### src/rtl/seq_det_pkg.sv
// rtl/seq_det_pkg.sv - shared constants and helpers for the serial pattern detector
package seq_det_pkg;

  localparam logic OVERLAP     = 1'b1;
  localparam logic NON_OVERLAP = 1'b0;

  localparam logic [3:0] DEF_PAT_1101 = 4'b1101;

  // Elaboration-time ceil(log2); the loop stops at 31 because PAT_W never exceeds 32.
  function automatic int clog2(input int value);
    int r;
    r = 0;
    for (int i = 0; i < 31; i++) begin
      if ((1 << i) < value) r = i + 1;
    end
    return r;
  endfunction

endpackage

### src/rtl/seq_hist_shift.sv
// rtl/seq_hist_shift.sv - history shift register and fill counter of accepted serial bits
module seq_hist_shift
  import seq_det_pkg::*;
#(
  parameter int PAT_W = 4
) (
  input  logic             clk,
  input  logic             reset,
  input  logic             shift_en,
  input  logic             bit_in,
  input  logic             flush,
  output logic [PAT_W-2:0] hist,
  output logic             full
);

  localparam int FILL_W = clog2(PAT_W);
  localparam logic [FILL_W-1:0] FILL_MAX = FILL_W'(PAT_W - 1);

  logic [PAT_W-2:0]  hist_q, hist_d;
  logic [FILL_W-1:0] fill_q, fill_d;

  // Flush beats shift: a flushed cycle leaves an empty history, not one holding bit_in.
  always_comb begin
    hist_d = hist_q;
    fill_d = fill_q;
    if (flush) begin
      hist_d = '0;
      fill_d = '0;
    end else if (shift_en) begin
      hist_d = (PAT_W-1)'({hist_q, bit_in});
      if (fill_q != FILL_MAX) fill_d = fill_q + 1'b1;
    end
  end

  always_ff @(posedge clk or posedge reset) begin
    if (reset) begin
      hist_q <= '0;
      fill_q <= '0;
    end else begin
      hist_q <= hist_d;
      fill_q <= fill_d;
    end
  end

  assign hist = hist_q;
  assign full = (fill_q == FILL_MAX);

endmodule

### src/rtl/seq_detector_param.sv
// rtl/seq_detector_param.sv - run-time loadable serial pattern detector with match counter
module seq_detector_param
  import seq_det_pkg::*;
#(
  parameter int               PAT_W    = 4,
  parameter logic [PAT_W-1:0] PAT_INIT = PAT_W'(DEF_PAT_1101),
  parameter int               CNT_W    = 8
) (
  input  logic             clk,
  input  logic             reset,
  input  logic             din_valid,
  input  logic             din,
  input  logic             overlap_en,
  input  logic             pat_load,
  input  logic [PAT_W-1:0] pat_in,
  input  logic             cnt_clr,
  output logic             detect,
  output logic             detect_q,
  output logic [CNT_W-1:0] match_cnt,
  output logic [PAT_W-1:0] pattern
);

  localparam logic [CNT_W-1:0] CNT_MAX = '1;

  logic [PAT_W-1:0] pat_q, pat_d;
  logic [CNT_W-1:0] cnt_q, cnt_d;
  logic             det_q;
  logic [PAT_W-2:0] hist;
  logic             full;
  logic             accept;
  logic             flush;

  seq_hist_shift #(
    .PAT_W (PAT_W)
  ) u_hist (
    .clk      (clk),
    .reset    (reset),
    .shift_en (accept),
    .bit_in   (din),
    .flush    (flush),
    .hist     (hist),
    .full     (full)
  );

  // A pattern load discards the bit on din in the same cycle and restarts the history.
  always_comb begin
    accept = din_valid & ~pat_load;
    detect = ~reset & accept & full & ({hist, din} == pat_q);
    flush  = pat_load | (detect & (overlap_en == NON_OVERLAP));
    pat_d  = pat_load ? pat_in : pat_q;
    cnt_d  = cnt_q;
    if (cnt_clr) begin
      cnt_d = '0;
    end else if (detect && (cnt_q != CNT_MAX)) begin
      cnt_d = cnt_q + 1'b1;
    end
  end

  always_ff @(posedge clk or posedge reset) begin
    if (reset) begin
      pat_q <= PAT_INIT;
      cnt_q <= '0;
      det_q <= 1'b0;
    end else begin
      pat_q <= pat_d;
      cnt_q <= cnt_d;
      det_q <= detect;
    end
  end

  assign detect_q  = det_q;
  assign match_cnt = cnt_q;
  assign pattern   = pat_q;

endmodule

### config.mk
export PLATFORM = sky130hd
export DESIGN_NAME = seq_detector_param
export DESIGN_NICKNAME = d
export VERILOG_FILES = /design/src/rtl/seq_det_pkg.sv /design/src/rtl/seq_hist_shift.sv /design/src/rtl/seq_detector_param.sv
export SDC_FILE = /design/constraint.sdc
export NUM_CORES = 1
export LEC_CHECK = 0
export ABC_AREA = 1
export BUFFER_PORTS_ARGS = -buffer_cell sky130_fd_sc_hd__buf_4
export CORE_MARGIN = 3
export CORE_UTILIZATION = 45
export DETAILED_ROUTE_END_ITERATION = 6
export GPL_ROUTABILITY_DRIVEN = 0
export PLACE_DENSITY = 0.69
export SYNTH_ARGS = -nofsm -noshare
export SYNTH_HDL_FRONTEND = slang
export SYNTH_SLANG_ARGS = --single-unit
export TNS_END_PERCENT = 30
### constraint.sdc
create_clock -name clk -period 1.73 [get_ports clk]
set_input_delay 0.173 -clock clk [delete_from_list [all_inputs] [get_ports clk]]
set_output_delay 0.173 -clock clk [all_outputs]
set_load 0.01 [all_outputs]
# --- After elaboration in Yosys (flattened, before gate mapping) ---
# Cells that the tools add are included.
word_totals:
  regBits: 18
  in_bits: 11
  output_inout_bits: 14
  elab_cells: 32
classes:
  n_addsub: 2
  n_mux: 7
  bitwise_logic: 9
  n_eq_ne: 4
  n_reduce_logical: 5
ops:
  columns: ["op", "count"]
  rows:
  - ["2-to-1 mux 8 bit", 2]
  - ["adder 8 x 1 -> 8 bit (second input constant)", 1]
  - ["inequality test 8 bit (second input constant)", 1]
  - ["2-to-1 mux 2 bit", 3]
  - ["2-to-1 mux 3 bit", 2]
  - ["nonzero test 2 bit", 3]
  - ["AND 1 bit", 5]
  - ["== test 4 bit", 1]
  - ["NOT 1 bit", 3]
  - ["adder 2 x 1 -> 2 bit (second input constant)", 1]
  - ["== test 2 bit (second input constant)", 1]
  - ["inequality test 2 bit (second input constant)", 1]
  - ["AND reduction 2 bit", 1]
  - ["logical AND 1 bit", 1]
  - ["OR 1 bit", 1]

# --- Logic depth before layout (Yosys ltp) ---
# Gate-level depths: netlist (run 1).
depth:
  word_depth: 9
  mapped_depth: 9
  ltp_nobuf: 9

# --- Cells and area by module ---
# Synthesis (run 1) repeated with hierarchy kept, for this count alone.
hier_totals:
  cells_unflattened: 140
  hier_area_um2: 1048.5
modules_own_cells:
  columns: ["mod", "area_each_um2", "seq_area_each_um2", "n_inst", "cells_per_inst"]
  rows:
  - ["seq_detector_param", 812.0, 329.1, 1, 111]
  - ["seq_hist_shift", 236.5, 125.1, 1, 29]

# --- Worst setup path before layout (run 1) ---
# OpenSTA, ideal clock, no wires.
synth_path:
  kind: "input to register"
  from: "input reset"
  to: "register cnt_q[2] (netlist: match_cnt[2])"
  t_required_ns: 1.664
  path_buffers: 0
  setup_ns: 0.066
  slack_ns: 0.340
  stages: 7
  arrival_time_ns: 1.324
  path_cell_list: "inv_1 -> nand2_1 -> nor2_4 -> nand3_2 -> nor2_2 -> nand3_1 -> nand2_1"
synth_via:
  elab_chain_len: 6
synth_rtl:
  columns: ["item", "line_no", "text"]
  rows:
  - ["start: declaration", "seq_detector_param.sv:10", "input logic reset,"]
  - ["NOT 1 bit", "seq_detector_param.sv:48", "detect = ~reset & accept & full & ({hist, din} == pat_q);"]
  - ["AND 1 bit (3 in a row)", "seq_detector_param.sv:48", null]
  - ["logical AND 1 bit", "seq_detector_param.sv:54", "end else if (detect && (cnt_q != CNT_MAX)) begin"]
  - ["nonzero test 2 bit (no line)", null, null]
  - ["end signal: assignment", "seq_detector_param.sv:66", "cnt_q <= cnt_d;"]
  - ["end: declaration", "seq_detector_param.sv:26", "logic [CNT_W-1:0] cnt_q, cnt_d;"]
# Every way passes these cells.
# A chain may end at the register's enable or synchronous reset.

# --- Final worst setup path (run 1) ---
layout_path:
  from: "register pat_q[2] (netlist: pattern[2])"
  to: "output detect"
layout_via:
  elab_chain_len: 2
layout_rtl:
  columns: ["item", "line_no", "text"]
  rows:
  - ["start: declaration", "seq_detector_param.sv:25", "logic [PAT_W-1:0] pat_q, pat_d;"]
  - ["start signal: assignment", "seq_detector_param.sv:65", "pat_q <= pat_d;"]
  - ["== test 4 bit", "seq_detector_param.sv:48", null]
  - ["AND 1 bit", "seq_detector_param.sv:48", null]
  - ["end: declaration", "seq_detector_param.sv:17", "output logic detect,"]
# Every way passes these cells.

==> metrics, run 1 <==
GR Layer Usage met3=0.0360; share of layout cells above drive strength 1=0.283; RSZ-0062 raised after global routing=false; H-tree Lvls=1; FF+latch count, synth=18; initial antenna violation count=0; dominant synthesized flop cell=dfrtp_1; met2 usage=0.278; floorplan row count=16; Least-Margin Pin Slew=0.438 ns; pwr dens=614 mW/mm^2; die width=54.0 um; Adder-Cell Fraction of Synth Area=0.0242; die height=54.0 um; peak supply drop=0.000410 V; P&R area growth vs syn=23.5%; Post-CTS Setup Inserts=0; R2R Path End=match_cnt[0]; Post-Syn Nets=144; # DRC=0; Pleak=0.687 nW; Port-buffer cells=24; starting density of the core=0.502; CTS Buf Count=3; Fin. Hold Viols=0; main combinational cell family by area after synthesis=simple AND/OR/NAND/NOR gates; ant diodes=0; Max FO, Critical Path=3; slowest CP cell=dfstp_2; MaxCap Viol Count=0; clock skew=0.00526 ns; CP cell instances=inv_1 -> nand2_1 -> nand2_1 -> nor2_2 -> nand3_2 -> inv_2 -> buf_4; xor/xnor share of the synthesized area=0.0423; Hold Crit Depth=3; gr busiest metal=met2; total negative slack=0 ns; Synth Area in Simple Gates=0.368; multiplexer share of the synthesized area=0; Routed WL=2170 um; Hold Path Sink=pattern[2]; post-DP HPWL=1660 um; min Tclk post-route=1.60 ns; CTS tree=built; count of final setup violators=0; met1 GRT Util=0.233; worst setup margin=0.128 ns; critical setup path kind=reg -> out; top-level I/O count=25; Synth Instances=131; Initial DRT Pass Iterations=4; R2R Setup Slk=0.16 ns; Reg2Reg Depth=8; Synth Cell Area=0.00103 mm^2; post-synthesis sequential area ratio=0.439; Post-DRT Antenna Nets=0; GR Overflow Total=0; clock latency on the worst-skew pair=0.29 ns; Hold Slack=0.0940 ns; worst r2r src=match_cnt[0]; pre-CTS WS=0.199 ns; CTS clk-pin slew, worst paths=0.10 ns; FMAX=0.624 GHz; first-pass GRT wire length=3600 um; largest net degree at the start of global routing=19; Vias=910; wire per inst=11.6 um; CTS Root Cell=clkbuf_4; outcome=finished, final reports clean; Total GRT Usage=0.173; Netlist cell types=23; Bufs on Longest Clock Path=2; crit start category=register; min-delay src=pat_in[2]; Core ar.=0.00206 mm^2; DR iter-0 viols=20; worst hold path class=in -> reg; Max-slew headroom=0.707; CP Data Arrival Time=1.43 ns; Crit path largest cell delay=0.56 ns; Mean Syn Cell Area=7.90 um^2; via density per instance=4.89; vias in the first global route=834; Ys Warns=0; number of flops mapped to enable cells by yosys=0; Nets=173; CTS Hold Bufs=1; fraction of registers with async set/reset=1.00; clock sink total=18; Crit path required time=1.56 ns; Synth Area in Compound Gates=0.0387; cell mode on critical path=nand2_1; Final Cycle Share=0.926; Slew Viols, Final=0; Post-CTS Resized=0; critical path capture point type=output pin; die footprint=0.00291 mm^2
==> worst max path at each step <==
stage	start	endpoint	depth (start not counted)
3_3_place_gp	match_cnt[0]	match_cnt[3]	8
6_report	pattern[2]	detect	7
2_1_floorplan	reset	match_cnt[2]	7
3_5_place_dp	match_cnt[0]	match_cnt[1]	8
5_1_grt	pattern[3]	detect	7
4_1_cts	pattern[0]	detect	7
==> placed cells by master, fill, tap and decap left out, drive strengths merged <==
cell and count:
a21oi 1, buf 25, clkbuf 4, dfrtp 15
dfstp 3, dlygate4sd3 1, ha 2, inv 19
nand2 39, nand3 16, nand3b 5, nand4 4
nor2 12, nor3 1, o21ai 7, xnor2 1
xor2 4
==> metal layers <==
| metal | part of all wire | routed length [um] | vias up |
|---|---|---|---|
| met2 | 0.46 | 1000 | 13 |
| met5 | 0 | 0 | - |
| met4 | 0.0055 | 12 | 0 |
| met3 | 0.041 | 88 | 2 |
| met1 | 0.49 | 1060 | 422 |
| li1 | - | - | 473 |
==> synthesized netlist by cell type (2+ instances only) <==
cell / instances / area [um^2]
inv_1: 15 / 56.3
nor2_1: 7 / 26.3
o21ai_0: 6 / 30.0
nand3b_1: 5 / 37.5
dfrtp_1: 15 / 375
nand4_1: 4 / 25.0
nand2_1: 36 / 135
nor2_2: 4 / 25.0
nand2_2: 3 / 18.8
dfstp_2: 3 / 78.8
ha_1: 2 / 25.0
xor2_1: 4 / 35.0
nand3_1: 15 / 75.1
inv_2: 3 / 11.3
==> through the flow <==
| stage | cell area [um^2] | total power [mW] | util | std cells |
|---|---|---|---|---|
| 5_1_grt | 1280 | 0.825 | 0.620 | 186 |
| 4_1_cts | 1280 | 0.793 | 0.620 | 186 |
| 2_1_floorplan | 1030 | 0.525 | - | 131 |
| 3_5_place_dp | 1240 | 0.571 | 0.602 | 181 |
| 3_3_place_gp | 1240 | 0.566 | 0.602 | 181 |
| 6_report | 1280 | 0.784 | 0.620 | 186 |
==> layout make-up <==
| class | count | area (um^2) |
|---|---|---|
| flip-flops and latches | 18 | 454 |
| inverters | 19 | 76.3 |
| multi-input cells | 92 | 489 |
| repair buffers | 26 | 198 |
| well taps | 27 | 33.8 |
| clock buffers | 4 | 26.3 |
| fillers | 193 | 785 |
==> logic make-up (layout without fill, tap and decap cells) <==
logic type / Yosys count / after routing
AO/OA/AOI/OAI: 8 / 8
XOR/XNOR: 5 / 5
AND/OR/NAND/NOR: 77 / 77
buffers and inverters: 21 / 49
adder cells (fa/ha/maj): 2 / 2
flip-flops: 18 / 18
==> where the power goes <==
group | leakage (nW) | switching (mW) | total (mW) | internal [mW]
logic | 0.435 | 0.0619 | 0.110 | 0.0485
clock network | 0.0150 | 0.132 | 0.221 | 0.0894
registers | 0.237 | 0.0115 | 0.452 | 0.441
total | 0.687 | 0.205 | 0.784 | 0.579
==> flip-flops by register name (all words and copies together), names as in the netlist <==
| register | cells |
|---|---|
| pattern | 4 |
| u_hist.hist | 3 |
| match_cnt | 8 |
| u_hist.fill_q | 2 |
| detect_q | 1 |
==> critical path: cells and delay by family, from the launching register on <==
| family | cells | cell delay (ns) |
|---|---|---|
| flops | 1 | 0.56 |
| simple gates | 4 | 0.34 |
| buf+inv | 3 | 0.25 |
Note: power is estimated with default switching activity, not from simulation.
==> run 2, diff against run 1 <==
CELL_PAD_IN_SITES_DETAIL_PLACEMENT = 1   (was not set)
CELL_PAD_IN_SITES_GLOBAL_PLACEMENT = 2   (was not set)
CORE_UTILIZATION = 31   (was 45)
CTS_BUF_LIST = sky130_fd_sc_hd__clkbuf_8   (was not set)
PLACE_DENSITY = not set   (was 0.69)
PLACE_DENSITY_LB_ADDON = 0.1   (was not set)
==> run 2 against run 1 <==
Compared with the run above: cell count is 9.1% higher; sequential share of layout area is 1.3 points lower; clock-buffer cell count unchanged; via count is 1.6% lower; clock power rose by 52%; clock skew decreased by 0.0015 ns.
==> metrics, run 2 (synthesized netlist as in run 1, its figures left out) <==
clock skew=0.00377 ns (-0.00149 ns); Max FO, Critical Path=3 (unchanged); RSZ-0062 raised after global routing=false; number of flip-flops in the largest register=8 (unchanged); Bufs on Longest Clock Path=2 (unchanged); share of layout cells above drive strength 1=0.289 (+0.00629); Crit path largest cell delay=0.55 ns (about the same); fill count=393 (+100%); critical setup path kind=reg -> out; cell mode on critical path=nand2_1; most common cell after layout, fill and taps aside=nand2_1; count of final setup violators=0 (unchanged); ant diodes=0 (unchanged); Final Cycle Share=0.906 (-0.0195); Crit path required time=1.56 ns (about the same); die width=63.8 um (+18%); FMAX=0.638 GHz (+2.2%); slowest CP cell=dfstp_2; Placed Cells=198 (+9.4%); # DRC=0 (unchanged); CTS tree=built; largest net degree at the start of global routing=19 (unchanged); via density per instance=4.41 (-9.9%); Vias=895 (-1.6%); post-DP HPWL=1820 um (+9.5%); commonest cells after routing, fill and taps aside=nand2_1 (36), buf_4 (25), inv_1 (15), nand3_1 (15), dfrtp_1 (15); total negative slack=0 ns (unchanged); Slew Viols, Final=0 (unchanged); Fin. Hold Viols=0 (unchanged); Total GRT Usage=0.132 (-0.0408); top-level I/O count=25 (unchanged); Sequential cell area=454 um^2 (unchanged); CTS Root Cell=clkbuf_8; min Tclk post-route=1.57 ns (-0.0338 ns); clock sink total=18 (unchanged); wire per inst=11.6 um (-0.68%); final core utilization=0.424 (-0.195); Post-CTS Setup Inserts=0 (unchanged); Initial DRT Pass Iterations=4 (unchanged); Post-DRT Antenna Nets=0 (unchanged); crit start category=register; Multi-input gate area=489 um^2 (unchanged); outcome=finished, final reports clean; H-tree Lvls=1 (unchanged); pwr dens=679 mW/mm^2 (+11%); Core ar.=0.00313 mm^2 (+52%); P&R area growth vs syn=28.3%; clock latency on the worst-skew pair=0.25 ns (-0.04 ns); floorplan row count=20 (+4); initial antenna violation count=0 (unchanged); Max-slew headroom=0.670 (-0.0375); die footprint=0.00407 mm^2 (+40%); DR iter-0 viols=23 (+15%); CTS Buf Count=3 (unchanged); critical path capture point type=output pin; Pleak=0.701 nW (+2.0%); vias in the first global route=926 (+11%); die height=63.8 um (+18%); R2R Setup Slk=0.19 ns (+0.03 ns); CP cell instances=inv_1 -> nand2_1 -> nand2_1 -> nor2_2 -> nand3_2 -> inv_2 -> buf_4; MaxCap Viol Count=0 (unchanged); Port-buffer cells=24 (unchanged); peak supply drop=0.000455 V (+11%); GR Overflow Total=0 (unchanged); CP Data Arrival Time=1.40 ns (-0.03 ns); worst hold path class=in -> reg; Routed WL=2350 um (+8.4%); first-pass GRT wire length=4240 um (+18%); starting density of the core=0.331 (-0.171); Nets=173 (unchanged); final std cells w/o fill=203 (+9.1%); CTS clk-pin slew, worst paths=0.07 ns (-0.03 ns); Least-Margin Pin Slew=0.495 ns (+0.0562 ns)
## run 2: cell counts in the layout (fill, tap and decap cells not counted)
No cell type changed its count.
## run 2: metrics by stage
| step | setup WS, ns | area [um^2] | hold slack (ns) | total power [mW] |
|---|---|---|---|---|
| after floorplan | 0.340 | 1030 | 0.118 | 0.525 |
| after global placement | 0.239 | 1260 | 0.240 | 0.569 |
| after detailed placement | 0.191 | 1260 | 0.240 | 0.573 |
| after CTS | 0.131 | 1330 | 0.124 | 0.923 |
| after global routing | 0.00943 | 1330 | 0.130 | 0.958 |
| final | 0.162 | 1330 | 0.129 | 0.901 |
## run 2: power breakdown
part	internal (mW)	switching [mW]
clock network	0.202	0.134
registers	0.441	0.0118
logic	0.0485	0.0631
## run 2: layout make-up
cell class                      count  area share
Tap cell                           44      0.0415
Multi-Input combinational cell     92       0.369
Timing Repair Buffer               26       0.149
Inverter                           19      0.0575
Sequential cell                    18       0.342
Clock buffer                        4      0.0415
## run 2: repair_timing
| item | CTS | global route |
|---|---|---|
| hold endpoints to repair | 15 | 0 |
| gates resized for setup | 0 | 0 |
| hold buffers | 1 | 0 |
## run 2: worst paths after layout
path / start / end / cells past startpoint
setup / recovery: pattern[0] / detect / 7
hold / removal: pat_in[2] / pattern[2] / 3
setup reg to reg: match_cnt[0] / match_cnt[0] / 8
hold reg to reg: pattern[2] / pattern[2] / 2
max in group asynchronous: reset / pattern[3] / 4
min in group asynchronous: reset / match_cnt[0] / 4
## run 2: metal layers
layer,share of wire,vias up,global-route usage
met5,0,-,0
met4,0.0077,0,0.0243
met3,0.047,2,0.0387
met2,0.45,18,0.214
met1,0.50,405,0.177
li1,-,470,-
## run 2: worst max-delay path: cells and delay by family (launching register included)
kind / cells / cell delay, ns
buffers and inverters: 3 / 0.26
AND/OR/NAND/NOR: 4 / 0.35
flip-flops: 1 / 0.55
